## config.mk

```make
export PLATFORM = sky130hd
export DESIGN_NAME = recall_sched_flat
export DESIGN_NICKNAME = d
export VERILOG_FILES = /design/src/rtl/recall_sched_if.sv /design/src/rtl/recall_sched.sv /design/src/flat_wrapper.sv
export SDC_FILE = /design/constraint.sdc
export NUM_CORES = 1
export LEC_CHECK = 0
export ABC_AREA = 1
export BUFFER_PORTS_ARGS = -buffer_cell sky130_fd_sc_hd__buf_2
export CAP_MARGIN = 5
export CORE_MARGIN = 5
export CORE_UTILIZATION = 47
export CTS_CLUSTER_SIZE = 25
export DETAILED_ROUTE_END_ITERATION = 8
export PLACE_DENSITY_LB_ADDON = 0.08
export SLEW_MARGIN = 40
export SYNTH_ARGS = -nofsm -noshare
export SYNTH_HDL_FRONTEND = slang
export SYNTH_SLANG_ARGS = --single-unit
```

## constraint.sdc

```tcl
create_clock -name clk_i -period 1.3 [get_ports clk_i]
set_input_delay 0.065 -clock clk_i [delete_from_list [all_inputs] [get_ports clk_i]]
set_output_delay 0.065 -clock clk_i [all_outputs]
set_load 0.05 [all_outputs]
```

## src/rtl/recall_sched_if.sv

```systemverilog
// Handshake and datapath-control bundle between recall_sched and its
// neighbours. slave: sequencer side. master: controller/datapath side.
interface recall_sched_if #(
    parameter int NURN_CNT_BIT_WIDTH = 8,
    parameter int AXON_CNT_BIT_WIDTH = 8
);
    logic                          start_i;
    logic                          busy_o;
    logic                          done_o;
    logic [NURN_CNT_BIT_WIDTH-1:0] nurnAddr_o;
    logic [AXON_CNT_BIT_WIDTH-1:0] axonAddr_o;
    logic                          rdEn_A_o;
    logic [1:0]                    rdSel_A_o;
    logic                          rdEn_E_o;
    logic                          wrEn_B_o;
    logic [NURN_CNT_BIT_WIDTH-1:0] wrAddr_B_o;
    logic                          rstAcc_o;
    logic                          accEn_o;
    logic                          cmp_th_o;
    logic                          buffMembPot_o;
    logic [1:0]                    sel_rclAdd_B_o;
    logic [1:0]                    sel_wrBackStat_B_o;

    modport slave (
        input  start_i,
        output busy_o, done_o,
        output nurnAddr_o, axonAddr_o,
        output rdEn_A_o, rdSel_A_o, rdEn_E_o,
        output wrEn_B_o, wrAddr_B_o,
        output rstAcc_o, accEn_o, cmp_th_o, buffMembPot_o,
        output sel_rclAdd_B_o, sel_wrBackStat_B_o
    );

    modport master (
        output start_i,
        input  busy_o, done_o,
        input  nurnAddr_o, axonAddr_o,
        input  rdEn_A_o, rdSel_A_o, rdEn_E_o,
        input  wrEn_B_o, wrAddr_B_o,
        input  rstAcc_o, accEn_o, cmp_th_o, buffMembPot_o,
        input  sel_rclAdd_B_o, sel_wrBackStat_B_o
    );
endinterface

```

## src/rtl/recall_sched.sv

```systemverilog
// Recall-phase sequencer: walks every neuron and axon per time step.
// Ports: clk_i, rst_i (sync, active-high), sif (recall_sched_if.slave).
module recall_sched #(
    parameter int NUM_NURNS          = 256,
    parameter int NUM_AXONS          = 256,
    parameter int NURN_CNT_BIT_WIDTH = 8,
    parameter int AXON_CNT_BIT_WIDTH = 8
) (
    input  logic           clk_i,
    input  logic           rst_i,
    recall_sched_if.slave  sif
);
    localparam int NW = NURN_CNT_BIT_WIDTH;
    localparam int AW = AXON_CNT_BIT_WIDTH;

    localparam logic [NW-1:0] NURN_LAST = NW'(NUM_NURNS - 1);
    localparam logic [AW-1:0] AXON_LAST = AW'(NUM_AXONS - 1);

    localparam logic [1:0] RD_BIAS = 2'b00;
    localparam logic [1:0] RD_MEMB = 2'b01;
    localparam logic [1:0] RD_TH   = 2'b10;
    localparam logic [1:0] ADD_WT   = 2'b00;
    localparam logic [1:0] ADD_BIAS = 2'b01;
    localparam logic [1:0] ADD_MEMB = 2'b10;
    localparam logic [1:0] WB_MEMB = 2'b01;
    localparam logic [1:0] WB_TH   = 2'b10;

    typedef enum logic [2:0] {
        IDLE, CLR, BIAS, WT, MEMB, TH, WB_M, WB_T
    } state_t;

    state_t          state;
    logic [NW-1:0]   nurn_cnt;
    logic [AW-1:0]   axon_cnt;
    logic            rd_en_a;
    logic [1:0]      rd_sel_a;
    logic            rd_en_e;
    logic            wr_en_b;
    logic [NW-1:0]   wr_addr_b;
    logic            rst_acc;
    logic            acc_en;
    logic            cmp_th;
    logic            buff_memb;
    logic [1:0]      sel_rcl;
    logic [1:0]      sel_wb;
    logic            last_ex;
    logic            done;
    logic            busy;

    always_ff @(posedge clk_i) begin
        if (rst_i) begin
            state     <= IDLE;
            nurn_cnt  <= '0;
            axon_cnt  <= '0;
            rd_en_a   <= 1'b0;
            rd_sel_a  <= 2'b00;
            rd_en_e   <= 1'b0;
            wr_en_b   <= 1'b0;
            wr_addr_b <= '0;
            rst_acc   <= 1'b0;
            acc_en    <= 1'b0;
            cmp_th    <= 1'b0;
            buff_memb <= 1'b0;
            sel_rcl   <= 2'b00;
            sel_wb    <= 2'b00;
            last_ex   <= 1'b0;
            done      <= 1'b0;
            busy      <= 1'b0;
        end else begin
            // Execute stage: decode of the state issued this cycle,
            // lined up with the one-cycle status-memory read latency.
            rst_acc   <= (state == CLR);
            acc_en    <= (state == BIAS) || (state == WT) ||
                         (state == MEMB);
            cmp_th    <= (state == TH);
            buff_memb <= (state == TH);
            wr_en_b   <= (state == WB_M) || (state == WB_T);
            sel_rcl   <= (state == BIAS) ? ADD_BIAS :
                         (state == MEMB) ? ADD_MEMB : ADD_WT;
            sel_wb    <= (state == WB_M) ? WB_MEMB :
                         (state == WB_T) ? WB_TH : 2'b00;
            // Delayed neuron index keeps write-backs on the right
            // neuron while the next neuron's CLR is already issuing.
            if (state != IDLE)
                wr_addr_b <= nurn_cnt;
            last_ex <= (state == WB_T) && (nurn_cnt == NURN_LAST);
            done    <= last_ex;
            if (done)
                busy <= 1'b0;

            // Issue stage: outputs registered with the state they belong to.
            rd_en_a <= 1'b0;
            rd_en_e <= 1'b0;
            unique case (state)
                IDLE: begin
                    if (sif.start_i && !busy) begin
                        state    <= CLR;
                        nurn_cnt <= '0;
                        axon_cnt <= '0;
                        busy     <= 1'b1;
                    end
                end
                CLR: begin
                    state    <= BIAS;
                    rd_en_a  <= 1'b1;
                    rd_sel_a <= RD_BIAS;
                end
                BIAS: begin
                    state   <= WT;
                    rd_en_e <= 1'b1;
                end
                WT: begin
                    if (axon_cnt == AXON_LAST) begin
                        state    <= MEMB;
                        axon_cnt <= '0;
                        rd_en_a  <= 1'b1;
                        rd_sel_a <= RD_MEMB;
                    end else begin
                        axon_cnt <= axon_cnt + AW'(1);
                        rd_en_e  <= 1'b1;
                    end
                end
                MEMB: begin
                    state    <= TH;
                    rd_en_a  <= 1'b1;
                    rd_sel_a <= RD_TH;
                end
                TH:   state <= WB_M;
                WB_M: state <= WB_T;
                WB_T: begin
                    if (nurn_cnt != NURN_LAST) begin
                        state    <= CLR;
                        nurn_cnt <= nurn_cnt + NW'(1);
                    end else begin
                        state <= IDLE;
                    end
                end
            endcase
        end
    end

    assign sif.busy_o             = busy;
    assign sif.done_o             = done;
    assign sif.nurnAddr_o         = nurn_cnt;
    assign sif.axonAddr_o         = axon_cnt;
    assign sif.rdEn_A_o           = rd_en_a;
    assign sif.rdSel_A_o          = rd_sel_a;
    assign sif.rdEn_E_o           = rd_en_e;
    assign sif.wrEn_B_o           = wr_en_b;
    assign sif.wrAddr_B_o         = wr_addr_b;
    assign sif.rstAcc_o           = rst_acc;
    assign sif.accEn_o            = acc_en;
    assign sif.cmp_th_o           = cmp_th;
    assign sif.buffMembPot_o      = buff_memb;
    assign sif.sel_rclAdd_B_o     = sel_rcl;
    assign sif.sel_wrBackStat_B_o = sel_wb;
endmodule

```

## src/flat_wrapper.sv

```systemverilog
// flat-port wrapper written by rule: the top's interface ports become plain ports
module recall_sched_flat 
#(
    parameter int NUM_NURNS          = 256,
    parameter int NUM_AXONS          = 256,
    parameter int NURN_CNT_BIT_WIDTH = 8,
    parameter int AXON_CNT_BIT_WIDTH = 8
)
  (clk_i, rst_i, sif_start_i, sif_busy_o, sif_done_o, sif_nurnAddr_o, sif_axonAddr_o, sif_rdEn_A_o, sif_rdSel_A_o, sif_rdEn_E_o, sif_wrEn_B_o, sif_wrAddr_B_o, sif_rstAcc_o, sif_accEn_o, sif_cmp_th_o, sif_buffMembPot_o, sif_sel_rclAdd_B_o, sif_sel_wrBackStat_B_o);
  recall_sched_if #(.NURN_CNT_BIT_WIDTH(NURN_CNT_BIT_WIDTH), .AXON_CNT_BIT_WIDTH(AXON_CNT_BIT_WIDTH)) sif_i ();
  input  logic clk_i;
  input  logic rst_i;
  input wire logic [$bits(sif_i.start_i)-1:0] sif_start_i;
  output wire logic [$bits(sif_i.busy_o)-1:0] sif_busy_o;
  output wire logic [$bits(sif_i.done_o)-1:0] sif_done_o;
  output wire logic [$bits(sif_i.nurnAddr_o)-1:0] sif_nurnAddr_o;
  output wire logic [$bits(sif_i.axonAddr_o)-1:0] sif_axonAddr_o;
  output wire logic [$bits(sif_i.rdEn_A_o)-1:0] sif_rdEn_A_o;
  output wire logic [$bits(sif_i.rdSel_A_o)-1:0] sif_rdSel_A_o;
  output wire logic [$bits(sif_i.rdEn_E_o)-1:0] sif_rdEn_E_o;
  output wire logic [$bits(sif_i.wrEn_B_o)-1:0] sif_wrEn_B_o;
  output wire logic [$bits(sif_i.wrAddr_B_o)-1:0] sif_wrAddr_B_o;
  output wire logic [$bits(sif_i.rstAcc_o)-1:0] sif_rstAcc_o;
  output wire logic [$bits(sif_i.accEn_o)-1:0] sif_accEn_o;
  output wire logic [$bits(sif_i.cmp_th_o)-1:0] sif_cmp_th_o;
  output wire logic [$bits(sif_i.buffMembPot_o)-1:0] sif_buffMembPot_o;
  output wire logic [$bits(sif_i.sel_rclAdd_B_o)-1:0] sif_sel_rclAdd_B_o;
  output wire logic [$bits(sif_i.sel_wrBackStat_B_o)-1:0] sif_sel_wrBackStat_B_o;
  assign sif_i.start_i = sif_start_i;
  assign sif_busy_o = sif_i.busy_o;
  assign sif_done_o = sif_i.done_o;
  assign sif_nurnAddr_o = sif_i.nurnAddr_o;
  assign sif_axonAddr_o = sif_i.axonAddr_o;
  assign sif_rdEn_A_o = sif_i.rdEn_A_o;
  assign sif_rdSel_A_o = sif_i.rdSel_A_o;
  assign sif_rdEn_E_o = sif_i.rdEn_E_o;
  assign sif_wrEn_B_o = sif_i.wrEn_B_o;
  assign sif_wrAddr_B_o = sif_i.wrAddr_B_o;
  assign sif_rstAcc_o = sif_i.rstAcc_o;
  assign sif_accEn_o = sif_i.accEn_o;
  assign sif_cmp_th_o = sif_i.cmp_th_o;
  assign sif_buffMembPot_o = sif_i.buffMembPot_o;
  assign sif_sel_rclAdd_B_o = sif_i.sel_rclAdd_B_o;
  assign sif_sel_wrBackStat_B_o = sif_i.sel_wrBackStat_B_o;
  recall_sched #(.NUM_NURNS(NUM_NURNS), .NUM_AXONS(NUM_AXONS), .NURN_CNT_BIT_WIDTH(NURN_CNT_BIT_WIDTH), .AXON_CNT_BIT_WIDTH(AXON_CNT_BIT_WIDTH)) u_core (.clk_i(clk_i), .rst_i(rst_i), .sif(sif_i));
endmodule
```

* Yosys cells after proc, flatten, opt, wreduce, memory -nomap -nowiden
Index checks and enable logic that the tools add are counted.
Storage, ports and cells: flip-flop bits (word level) 42, input port bits 3
Cells by class: add/subtract/negate cells 2, equality and inequality tests 13, mux-type cells 22, reductions and logical operators 18
Operators with widths (number):
- 8-bit case mux with 2 select lines | 2
- 8-bit two-way mux | 3
- 3-bit case mux with 8 select lines | 1
- 8-bit by 1-bit adder with 8-bit output (second input constant) | 2
- 8-bit == test (second input constant) | 2
- 3-bit == test (second input constant) | 4
- 1-bit two-way mux | 8
- 8-bit != test (second input constant) | 1
- 3-bit by 2-bit == test with 1-bit output (second input constant) | 2
- 2-bit two-way mux | 3
- 3-bit two-way mux | 2
- 2-bit case mux with 3 select lines | 1
- 2-bit AND reduction | 3
- 3-bit nonzero test | 2
- 2-bit OR reduction | 3
- 2-bit != test (second input constant) | 2
- 1-bit case mux with 2 select lines | 2
- 2-bit nonzero test | 2
- 3-bit by 1-bit == test with 1-bit output (second input constant) | 1
- 3-bit logical NOT | 1
- 1-bit logical OR | 3
- 3-bit AND reduction | 1
- 1-bit logical AND | 2
- 2-bit by 1-bit != test with 1-bit output (second input constant) | 1
- 1-bit logical NOT | 1

* Longest topological paths before layout
depth in word-level cells 4, depth in mapped cells 10, gate-level depth less buffers 9

* Worst setup path before layout
No wires, ideal clock.
path type register to register, start point register u_core.nurn_cnt[1] (netlist: u_core.sif.nurnAddr_o[1]), end point register u_core.nurn_cnt[4] (netlist: u_core.sif.nurnAddr_o[4]), library setup time 117 ps, data arrival time 1694 ps, required time 1183 ps, slack -511 ps, cell stages (with the launch flop) 10, buffers on the path 1, period minus slack after synthesis 1811 ps, cell sequence dfxtp_1 ha_1 nand2_1 nor2_2 nand2_1 nand2_2 nand2_2 buf_6 a21oi_1 nor2_1
On the way: longest elaborated chain between the ends 3, elaborated cells on any way between the ends 6
RTL lines:
- start: declaration | RTL line recall_sched.sv:33 | logic [NW-1:0] nurn_cnt;
- start signal: assignment | RTL line recall_sched.sv:133 | nurn_cnt <= nurn_cnt + NW'(1);
- 8-bit by 1-bit adder with 8-bit output or 8-bit != test (tied branches) | RTL line recall_sched.sv:133, recall_sched.sv:131
- 8-bit two-way mux or 2-bit != test (tied branches)
- 8-bit case mux with 2 select lines or 3-bit AND reduction (tied branches)
Parallel ways exist; a longest one is shown, timed or not. The select of a mux whose other input is x is not followed. A chain may end at the register's enable or synchronous reset.

* Final worst setup path
start point register u_core.nurn_cnt[1] (netlist: u_core.sif.nurnAddr_o[1]), end point register u_core.nurn_cnt[0] (netlist: u_core.sif.nurnAddr_o[0])
On the way: longest elaborated chain between the ends 3
RTL lines:
- 8-bit != test | RTL line recall_sched.sv:131 | if (nurn_cnt != NURN_LAST) begin
- 2-bit != test (no source line)
- 3-bit AND reduction (no source line)
No other way between the ends.

==> impl_metrics.yaml <==
timing:
  slew_viol_final: 0
  fin_ws_ns: 0.0680
  relSlewSlack_pct: 68.0
  final.period_utilization_pct: 94.8
  max_freq_mhz: 812
  finalClockSkew_ns: 0.00669
  fin_crit_ns: 1.23
  finalSetupViolations: 0
  grt_setup_unrepaired: "true"
  final_hold_viol_count: 0
  worst_pin_slew_ns: 0.479
synthesis:
  yosys-top-cells-area: "dfxtp_1 (48%), nand2_1 (7.7%), nor2_1 (7.1%)"
  synth_top_area_share_pct: 47.9
  ys_seq_area_share_pct: 47.9
  syn_nets: 236
  syn_area_um2: 1760
  avgSynthCellArea_um2: 7.60
  synth_top_family_by_area: "simple AND/OR/NAND/NOR gates"
  ys.flop_type: "dfxtp_1"
  synthAdderAreaFrac_pct: 1.42
  synthesis.instances: 231
  yosys_warnings: 0
  synth_xor_xnor_area_share_pct: 0
  yosysTopAreaCell: "dfxtp_1"
  synth_compound_area_share_pct: 11.8
  synth.most_common_cell: "dfxtp_1"
  synth_edf_count: 0
  ys_types: 24
  synthArstFlopShare_pct: 0
  synth_simple_gate_area_share_pct: 30.9
  synthTopCellsByCount: "dfxtp_1 (42), nand2_1 (36), nor2_1 (33)"
  ys_ff_latch: 42
  muxShareOfSynthArea_pct: 0
setup_path:
  start_kind: "flop"
  cp.arrival_ns: 1.42
  endpoint_kind: "flop"
  r2r_cells: 8
  slowest_delay_ns: 0.36
  critPathBufInv: 1
  crit_cells: 8
  crit_top_cell: "nand2_4"
  worstPathCellList: "ha_4 > nand2_4 > nor2_4 > nand2_2 > nand2_4 > buf_6 > a22oi_1 > nor2_1"
  crit_fanout: 3
  cp_slowest_cell: "dfxtp_4"
  crit_family: "flip-flops"
  crit_required_ns: 1.49
  critPathKind: "reg2reg"
power:
  p_per_area_nw_per_um2: 1430
  power_uw: 3500
  peakVddDrop_v: 0.000948
  p_leak_uw: 0.00111
clocking:
  insertion_delay_ns: 0.29
  cts_hold_buffers: 0
  htree_num_levels: 2
  cts_tree: "done"
  clock-root-buffer: "clkbuf_8"
  cts.sinks: 42
  clk_pin_slew_worst_paths_ns: 0.08
  cts_buffers: 5
  clock_path_buffers: 2
global_route:
  grt.met3_usage_pct: 4.83
  antenna_found_initial: 0
  grt_overflow: 0
  grt_pass1_vias: 1585
  grt.busiest_layer: "met2"
  grt_max_degree: 18
  met2_usage_pct: 29.9
  grt_pass1_wl_um: 7410
  grtUsageMet1_pct: 23.4
  track_usage_pct: 18.2
detailed_routing:
  wl_per_cell_um: 12.3
  ant_nets: 0
  dr.pass1.iters: 4
  drtIter0Drc: 146
  vias_per_cell: 4.87
  vias: 1709
  drt_wl_total_um: 4320
  route.detailed.drc: 0
layout:
  fin_util_pct: 67.1
  nFillCells: 351
  antennaDiodeCount: 0
  drive_gt1_share_pct: 42.6
  design_area_um2: 2440
  areaGrowthSynthToFinish_pct: 38.8
  fin_nets: 307
floorplanning:
  initial_core_util_pct: 48.3
  core_um2: 3630
  ios: 42
  chipHeight_um: 71.1
  die_x_um: 71.1
  num_rows: 22
  die_area_um2: 5060
placement:
  port-buffer-count: 41
  place_hpwl_um: 3130
  preCtsSetupSlack_ns: -0.0200
  routabilityCongestion: 0.835
  place_area_um2: 2230
hold_path:
  min_path_cells: 2
  holdCritPathClass: "in2reg"
job:
  maxCapViolCount: 0
outcome:
  status: "completed"
-- final timing paths --
kind	start	end	slack, ns
worst max-delay path	u_core.sif.nurnAddr_o[1]	u_core.sif.nurnAddr_o[0]	0.07
worst min-delay path	rst_i	u_core.sif.axonAddr_o[1]	0.08
worst min register to register	u_core.last_ex	u_core.sif.done_o	0.41
worst max register to register	u_core.sif.nurnAddr_o[1]	u_core.sif.nurnAddr_o[0]	0.07
-- stage by stage --
stage,TNS (ns),hold WS [ns],cells
CTS,0,0.0594,344
finish,0,0.0778,351
global placement,0,0.377,336
floorplan,-0.969,0.251,231
global route,-0.0394,0.0722,351
detailed placement,-0.0920,0.371,336
-- power breakdown --
part	switching, uW	total (uW)	internal [uW]
registers	74.8	1480	1410
clock network	443	940	497
logic	761	1070	311
total	1280	3500	2220
-- cell usage in the layout (no fill, tap or decap), types with 2 or more instances in the layout --
cell type,count
a21oi_1,18
a21oi_2,4
buf_2,41
buf_4,29
clkbuf_8,5
dfxtp_1,23
dfxtp_2,15
dfxtp_4,4
ha_4,2
inv_1,20
inv_2,3
nand2_1,33
nand2_2,3
nand2_4,7
nand3_1,18
nand3_2,3
nand4_1,4
nor2_1,31
nor2_2,3
nor2_4,5
nor3_1,6
o21ai_0,14
o21ai_1,4
or2_2,2
-- sequential cells by signal, summed over array words and instances (netlist names), 2 cells and up --
signal / flops
u_core.sif.sel_rclAdd_B_o: 2
u_core.sif.wrAddr_B_o: 8
u_core.sif.nurnAddr_o: 8
u_core.sif.rdSel_A_o: 2
u_core.sif.sel_wrBackStat_B_o: 2
u_core.sif.axonAddr_o: 8
u_core.state: 3
-- cell families after synthesis --
| kind of cell | after synthesis |
|---|---|
| compound gates | 41 |
| fa+ha+maj | 2 |
| buf+inv | 31 |
| flops | 42 |
| simple gates | 115 |
-- cell type report --
class                   instances  area, um^2  area share [%]
clock buffers                   7        97.6            4.00
inverters                      23        86.3            3.54
well taps                      48        60.1            2.46
repair buffers                 71         434            17.8
flip-flops and latches         42         875            35.9
clock inverters                 1        6.26           0.257
multi-input cells             159         880            36.1
-- metal layers --
metal	vias to the layer above	wire (um)
met3	2	211
met5	-	0
met4	0	24
met2	43	2120
met1	771	1970
li1	893	-
-- what timing repair did --
item / CTS / global route
gates resized for setup: 1 / 14
endpoints found under the setup margin: 6 / 21
buffers inserted: 0 / 6
hold endpoints to repair: 0 / 0
pin swaps: 0 / 7
gates cloned: 0 / 1
No activity file was read; power rests on OpenSTA's default activity.
